### config.mk
export PLATFORM = sky130hd
export DESIGN_NAME = multicycle_ctrl
export DESIGN_NICKNAME = d
export VERILOG_FILES = /design/src/rtl/multicycle_ctrl.sv
export SDC_FILE = /design/constraint.sdc
export NUM_CORES = 1
export LEC_CHECK = 0
export ABC_CLOCK_PERIOD_IN_PS = 2900
export BUFFER_PORTS_ARGS = -buffer_cell sky130_fd_sc_hd__buf_2
export CORE_MARGIN = 2
export CORE_UTILIZATION = 50
export DETAILED_ROUTE_END_ITERATION = 12
export PLACE_DENSITY = 0.81
export SYNTH_ARGS = -nofsm -noshare
export SYNTH_HDL_FRONTEND = slang
export SYNTH_SLANG_ARGS = --single-unit
export TNS_END_PERCENT = 10
### constraint.sdc
create_clock -name clk -period 2.9 [get_ports clk]
set_input_delay 0.145 -clock clk [delete_from_list [all_inputs] [get_ports clk]]
set_output_delay 0.145 -clock clk [all_outputs]
set_load 0.03 [all_outputs]
### src/rtl/multicycle_ctrl.sv
// Main control FSM of the multicycle RV32I core: decodes the IR, sequences
// fetch/decode/execute/memory/writeback, and counts retired instructions.
//
// state  | meaning
// FETCH  | read instruction at PC, PC <= PC+4 on mem_ready
// DECODE | check legality, latch branch target (old_pc + imm)
// MEMADR | compute load/store address rs1 + imm
// MEMRD  | load access at ALU-out address
// MEMWB  | rd <= memory data
// MEMWR  | store access at ALU-out address
// EXER   | register-register ALU op
// EXEI   | register-immediate ALU op
// ALUWB  | rd <= ALU-out register
// BRANCH | compare rs1/rs2, take branch on condition
// JAL    | PC <= target, compute link address
// TRAP   | illegal instruction or memory timeout; held until reset
module multicycle_ctrl #(
  parameter int WAIT_LIMIT = 0,
  parameter int CNT_W      = 32
) (
  input  logic             clk,
  input  logic             rst,
  input  logic [31:0]      instr,
  input  logic             zero,
  input  logic             mem_ready,
  output logic             mem_req,
  output logic             mem_we,
  output logic             adr_src,
  output logic             ir_write,
  output logic             pc_write,
  output logic             reg_write,
  output logic [1:0]       alu_src_a,
  output logic [1:0]       alu_src_b,
  output logic [1:0]       result_src,
  output logic [2:0]       imm_src,
  output logic [3:0]       alu_ctrl,
  output logic             illegal,
  output logic [CNT_W-1:0] instret
);

  typedef enum logic [3:0] {
    S_FETCH, S_DECODE, S_MEMADR, S_MEMRD, S_MEMWB, S_MEMWR,
    S_EXER, S_EXEI, S_ALUWB, S_BRANCH, S_JAL, S_TRAP
  } state_t;

  localparam logic [6:0] OP_LOAD  = 7'b0000011;
  localparam logic [6:0] OP_STORE = 7'b0100011;
  localparam logic [6:0] OP_R     = 7'b0110011;
  localparam logic [6:0] OP_I     = 7'b0010011;
  localparam logic [6:0] OP_B     = 7'b1100011;
  localparam logic [6:0] OP_JAL   = 7'b1101111;
  localparam logic [3:0] ALU_ADD  = 4'b0000;
  localparam logic [3:0] ALU_SUB  = 4'b0001;
  localparam int WW = (WAIT_LIMIT > 1) ? $clog2(WAIT_LIMIT + 1) : 1;

  state_t          state, state_next;
  logic [WW-1:0]   wait_cnt;
  logic            req_state, timeout, legal;
  logic [3:0]      alu_f3;
  logic [6:0]      opcode, funct7;
  logic [2:0]      funct3;
  logic            unused_fields;

  assign opcode        = instr[6:0];
  assign funct3        = instr[14:12];
  assign funct7        = instr[31:25];
  assign unused_fields = ^{instr[24:15], instr[11:7]};

  // Request is a function of state only, so the timeout path has no loop through mem_ready.
  assign req_state = (state == S_FETCH) || (state == S_MEMRD) || (state == S_MEMWR);
  assign timeout   = (WAIT_LIMIT != 0) && req_state && !mem_ready &&
                     (wait_cnt == WW'(WAIT_LIMIT - 1));
  assign illegal   = (state == S_TRAP);

  always_comb begin
    legal = 1'b0;
    case (opcode)
      OP_LOAD, OP_STORE: legal = (funct3 == 3'b010);
      OP_R:   legal = (funct3 != 3'b011) &&
                      ((funct7 == 7'b0) || ((funct7 == 7'b0100000) && (funct3 == 3'b000)));
      OP_I:   legal = (funct3 != 3'b011) &&
                      (((funct3 != 3'b001) && (funct3 != 3'b101)) || (funct7 == 7'b0));
      OP_B:   legal = (funct3 == 3'b000) || (funct3 == 3'b001);
      OP_JAL: legal = 1'b1;
      default: legal = 1'b0;
    endcase
  end

  always_comb begin
    alu_f3 = ALU_ADD;
    case (funct3)
      3'b001: alu_f3 = 4'b0010;
      3'b010: alu_f3 = 4'b0011;
      3'b100: alu_f3 = 4'b0100;
      3'b101: alu_f3 = 4'b0101;
      3'b110: alu_f3 = 4'b0110;
      3'b111: alu_f3 = 4'b0111;
      default: alu_f3 = ALU_ADD;
    endcase
  end

  always_comb begin
    imm_src = 3'b000;
    case (opcode)
      OP_STORE: imm_src = 3'b001;
      OP_B:     imm_src = 3'b010;
      OP_JAL:   imm_src = 3'b011;
      default:  imm_src = 3'b000;
    endcase
  end

  always_comb begin
    state_next = state;
    mem_req    = 1'b0;
    mem_we     = 1'b0;
    adr_src    = 1'b0;
    ir_write   = 1'b0;
    pc_write   = 1'b0;
    reg_write  = 1'b0;
    alu_src_a  = 2'b00;
    alu_src_b  = 2'b00;
    result_src = 2'b00;
    alu_ctrl   = ALU_ADD;
    case (state)
      S_FETCH: begin
        mem_req    = 1'b1;
        alu_src_b  = 2'b10;
        result_src = 2'b10;
        if (mem_ready) begin
          ir_write   = 1'b1;
          pc_write   = 1'b1;
          state_next = S_DECODE;
        end else if (timeout) begin
          state_next = S_TRAP;
        end
      end
      S_DECODE: begin
        alu_src_a = 2'b01;
        alu_src_b = 2'b01;
        if (!legal) begin
          state_next = S_TRAP;
        end else begin
          case (opcode)
            OP_LOAD, OP_STORE: state_next = S_MEMADR;
            OP_R:    state_next = S_EXER;
            OP_I:    state_next = S_EXEI;
            OP_B:    state_next = S_BRANCH;
            OP_JAL:  state_next = S_JAL;
            default: state_next = S_TRAP;
          endcase
        end
      end
      S_MEMADR: begin
        alu_src_a  = 2'b10;
        alu_src_b  = 2'b01;
        state_next = (opcode == OP_LOAD) ? S_MEMRD : S_MEMWR;
      end
      S_MEMRD: begin
        mem_req = 1'b1;
        adr_src = 1'b1;
        if (mem_ready)    state_next = S_MEMWB;
        else if (timeout) state_next = S_TRAP;
      end
      S_MEMWB: begin
        result_src = 2'b01;
        reg_write  = 1'b1;
        state_next = S_FETCH;
      end
      S_MEMWR: begin
        mem_req = 1'b1;
        mem_we  = 1'b1;
        adr_src = 1'b1;
        if (mem_ready)    state_next = S_FETCH;
        else if (timeout) state_next = S_TRAP;
      end
      S_EXER: begin
        alu_src_a  = 2'b10;
        alu_ctrl   = (funct3 == 3'b000 && funct7[5]) ? ALU_SUB : alu_f3;
        state_next = S_ALUWB;
      end
      S_EXEI: begin
        alu_src_a  = 2'b10;
        alu_src_b  = 2'b01;
        alu_ctrl   = alu_f3;
        state_next = S_ALUWB;
      end
      S_ALUWB: begin
        reg_write  = 1'b1;
        state_next = S_FETCH;
      end
      S_BRANCH: begin
        alu_src_a  = 2'b10;
        alu_ctrl   = ALU_SUB;
        pc_write   = funct3[0] ? !zero : zero;
        state_next = S_FETCH;
      end
      S_JAL: begin
        alu_src_a  = 2'b01;
        alu_src_b  = 2'b10;
        pc_write   = 1'b1;
        state_next = S_ALUWB;
      end
      S_TRAP:  state_next = S_TRAP;
      default: state_next = S_TRAP;
    endcase
    // Reset silences every strobe in the same cycle, not just from the next edge.
    if (rst) begin
      mem_req   = 1'b0;
      mem_we    = 1'b0;
      ir_write  = 1'b0;
      pc_write  = 1'b0;
      reg_write = 1'b0;
    end
  end

  always_ff @(posedge clk) begin
    if (rst) begin
      state    <= S_FETCH;
      wait_cnt <= '0;
      instret  <= '0;
    end else begin
      state    <= state_next;
      wait_cnt <= (req_state && !mem_ready) ? wait_cnt + WW'(1) : '0;
      if (state != S_FETCH && state_next == S_FETCH)
        instret <= instret + CNT_W'(1);
    end
  end

endmodule
==> results.toml <==
[run_status]
status = "complete, no violations"

[layout]
drive_above_1_share_pct = 26.3
final_common_cell = "buf_2"
antennaDiodeCount = 0
layout.nets = 413
area_delta_synth_final_pct = 19.2
num-fill-cells = 442
final_cell_mix = "buf_2, nor2_1, dfxtp_1"

[yosys]
syn_inst = 314
synth_ff_type = "dfxtp_1"
yosys_register_bits = 36
yosys_warnings = 0
synth_edf_count = 0
syn_area_mm2 = 0.00237
async_flop_share_pct = 0
yosysSeqAreaShare_pct = 30.4
avgSynthCellArea_um2 = 7.56
yosysUniqueCellTypes = 46

[setup_path]
critical-path-top-delay-family = "simple AND/OR/NAND/NOR gates"
cp-end-kind = "register"
r2r-start = "state[0]"
r2r-end = "instret[14]"
path_cells = "nor2b_1 -> o21a_4 -> or3_1 -> nor4_1 -> mux2_2"
rrSetupSlack_ns = 0.61
crit_fanout = 19
critPathMaxStageDelay_ns = 0.59
worst_setup_path_start_kind = "register"
reg2regPathDepth = 5
crit_slowest_cell = "or3_1"
required_ns = 3.08
critPathArrivalTime_ns = 2.47
cp_num_buf_inv = 0
path_class = "register to register"

[timing]
setup_viol = 0
relSlewSlack_pct = 41.0
finalHoldViolations = 0
rsz0062_at_grt = "false"
fin_crit_sh_pct = 78.9
worst_pin_slew_ns = 0.885
slew_viol_final = 0
skew_ns = 0.00995
fin_ws_ns = 0.611
post-route-min-period_ns = 2.29
max_clock_freq_mhz = 437
hold_ws_ns = 0.339
setup-tns-final_ns = 0

[clock_tree]
cts.sinks = 36
cts_setup_buffers = 0
htree_levels = 2
cts_resized = 0
clock_path_buffers = 2
cts_root_buffer = "clkbuf_8"
cts_tree = "yes"
holdBufCountCts = 0
numCtsBuffers = 5
clk_pin_slew_worst_paths_ns = 0.07
clock_latency_ns = 0.29

[power]
powerDensity_mw_per_mm2 = 570
leakagePower_nw = 1.13
total_power_mw = 1.61
ir_worst_vdd_v = 0.000318

[min_path]
hold_depth = 4
min_to = "state[2]"
min_from = "mem_ready"
hp-class = "input port to register"

[grt]
antenna_found_initial = 0
grt_usage_pct = 21.1
overflow = 0
first_global_vias = 2086
grt_max_degree = 52
grt_pass1_wl_mm = 9.00

[die]
coreArea_mm2 = 0.00466
start_util_pct = 50.9
io_pins = 88
fp.dieH_um = 72.9
rows = 25
dieArea_mm2 = 0.00531
die_w_um = 72.9

[detailed_routing]
ant_nets = 0
drt_first_pass_iters = 5
drt_iter0_drc = 156
viasPerCell = 5.91
wl_mm = 5.63
wl_per_cell_um = 13.1
num_vias = 2546
drcViolationCount = 0

[placed_design]
finalWeightedCongestion = 0.835
port_buffers = 70
hpwl_mm = 4.03
post-place-ws_ns = 0.634

[run]
max_cap_violations = 0
==> where the power goes <==
| group | total, mW | switching [mW] | internal [mW] |
|---|---|---|---|
| combinational | 0.659 | 0.435 | 0.224 |
| clock | 0.368 | 0.175 | 0.193 |
| sequential | 0.585 | 0.0623 | 0.522 |
| total | 1.61 | 0.672 | 0.939 |
==> worst max path at each step <==
stage,startpoint,endpoint,slack (ns),depth (start not counted)
6_report,state[0],instret[14],0.61,5
5_1_grt,state[2],pc_write,0.53,5
3_5_place_dp,state[0],instret[14],0.63,5
3_3_place_gp,state[0],instret[14],0.66,5
4_1_cts,state[0],instret[14],0.63,5
2_1_floorplan,state[2],pc_write,0.23,4
==> cell usage after synthesis, types with 2 or more instances <==
| master | instances | area [µm²] |
|---|---|---|
| buf_4 | 2 | 15.0 |
| or2_2 | 2 | 12.5 |
| xor2_1 | 2 | 17.5 |
| inv_1 | 7 | 26.3 |
| nand2b_4 | 2 | 27.5 |
| nor2b_1 | 11 | 68.8 |
| and3b_1 | 2 | 17.5 |
| xnor2_1 | 9 | 78.8 |
| nor3_1 | 18 | 90.1 |
| a2111oi_0 | 2 | 17.5 |
| nor4b_1 | 2 | 17.5 |
| o21ai_0 | 11 | 55.1 |
| a211o_1 | 2 | 17.5 |
| o31ai_1 | 15 | 113 |
| buf_2 | 3 | 15.0 |
| clkbuf_1 | 14 | 52.6 |
| or4_1 | 14 | 105 |
| mux2_2 | 9 | 101 |
| nand3b_1 | 2 | 15.0 |
| a21oi_1 | 23 | 115 |
| nand4_1 | 5 | 31.3 |
| dfxtp_1 | 36 | 721 |
| nand2b_1 | 6 | 37.5 |
| or3_1 | 5 | 31.3 |
| nand3_1 | 18 | 90.1 |
| a211oi_1 | 4 | 30.0 |
| nor2_1 | 38 | 143 |
| and3_1 | 3 | 18.8 |
| and4_1 | 2 | 17.5 |
| nand2_1 | 23 | 86.3 |
| nor4_1 | 7 | 43.8 |
==> stage by stage <==
step	utilization (%)	area, µm²	std cells
2_1_floorplan	-	2380	315
3_3_place_gp	58.7	2730	423
3_5_place_dp	58.7	2730	423
4_1_cts	60.7	2830	431
5_1_grt	60.7	2830	431
6_report	60.7	2830	431
==> layer usage <==
metal / vias up / routed length [µm] / part of all wire [%] / track usage (%)
li1: 1273 / - / - / -
met1: 1186 / 2540 / 45 / 27.5
met2: 79 / 2710 / 48 / 34.1
met3: 8 / 272 / 4.8 / 3.87
met4: 0 / 104 / 1.8 / 8.85
met5: - / 0 / 0 / 0
==> tightest hold or removal path, cell delays in order <==
cell and delay [ns]:
buf_2 0.15, nor4b_1 0.07, a31oi_1 0.13, a21oi_1 0.07
==> flip-flops by register name, summed over array words and instances (netlist names) <==
name / flops
instret: 32
state: 4
==> cells by family after synthesis <==
group,share of synthesized area (%)
compound gates,17.1
xor+xnor,4.06
fa+ha+maj,0.527
buf+inv,5.22
flops,30.4
mux,4.69
other cells,0.158
simple gates,37.8
==> cell type report <==
class	instances	area, µm²	share of cell area, %
clock buffer	7	86.3	3.05
clock inverter	1	7.51	0.265
inverter	7	26.3	0.929
multi-input combinational	251	1530	54.2
sequential	36	721	25.5
tap	54	67.6	2.39
timing repair buffer	75	388	13.7
No activity file was read; power rests on OpenSTA's default activity.
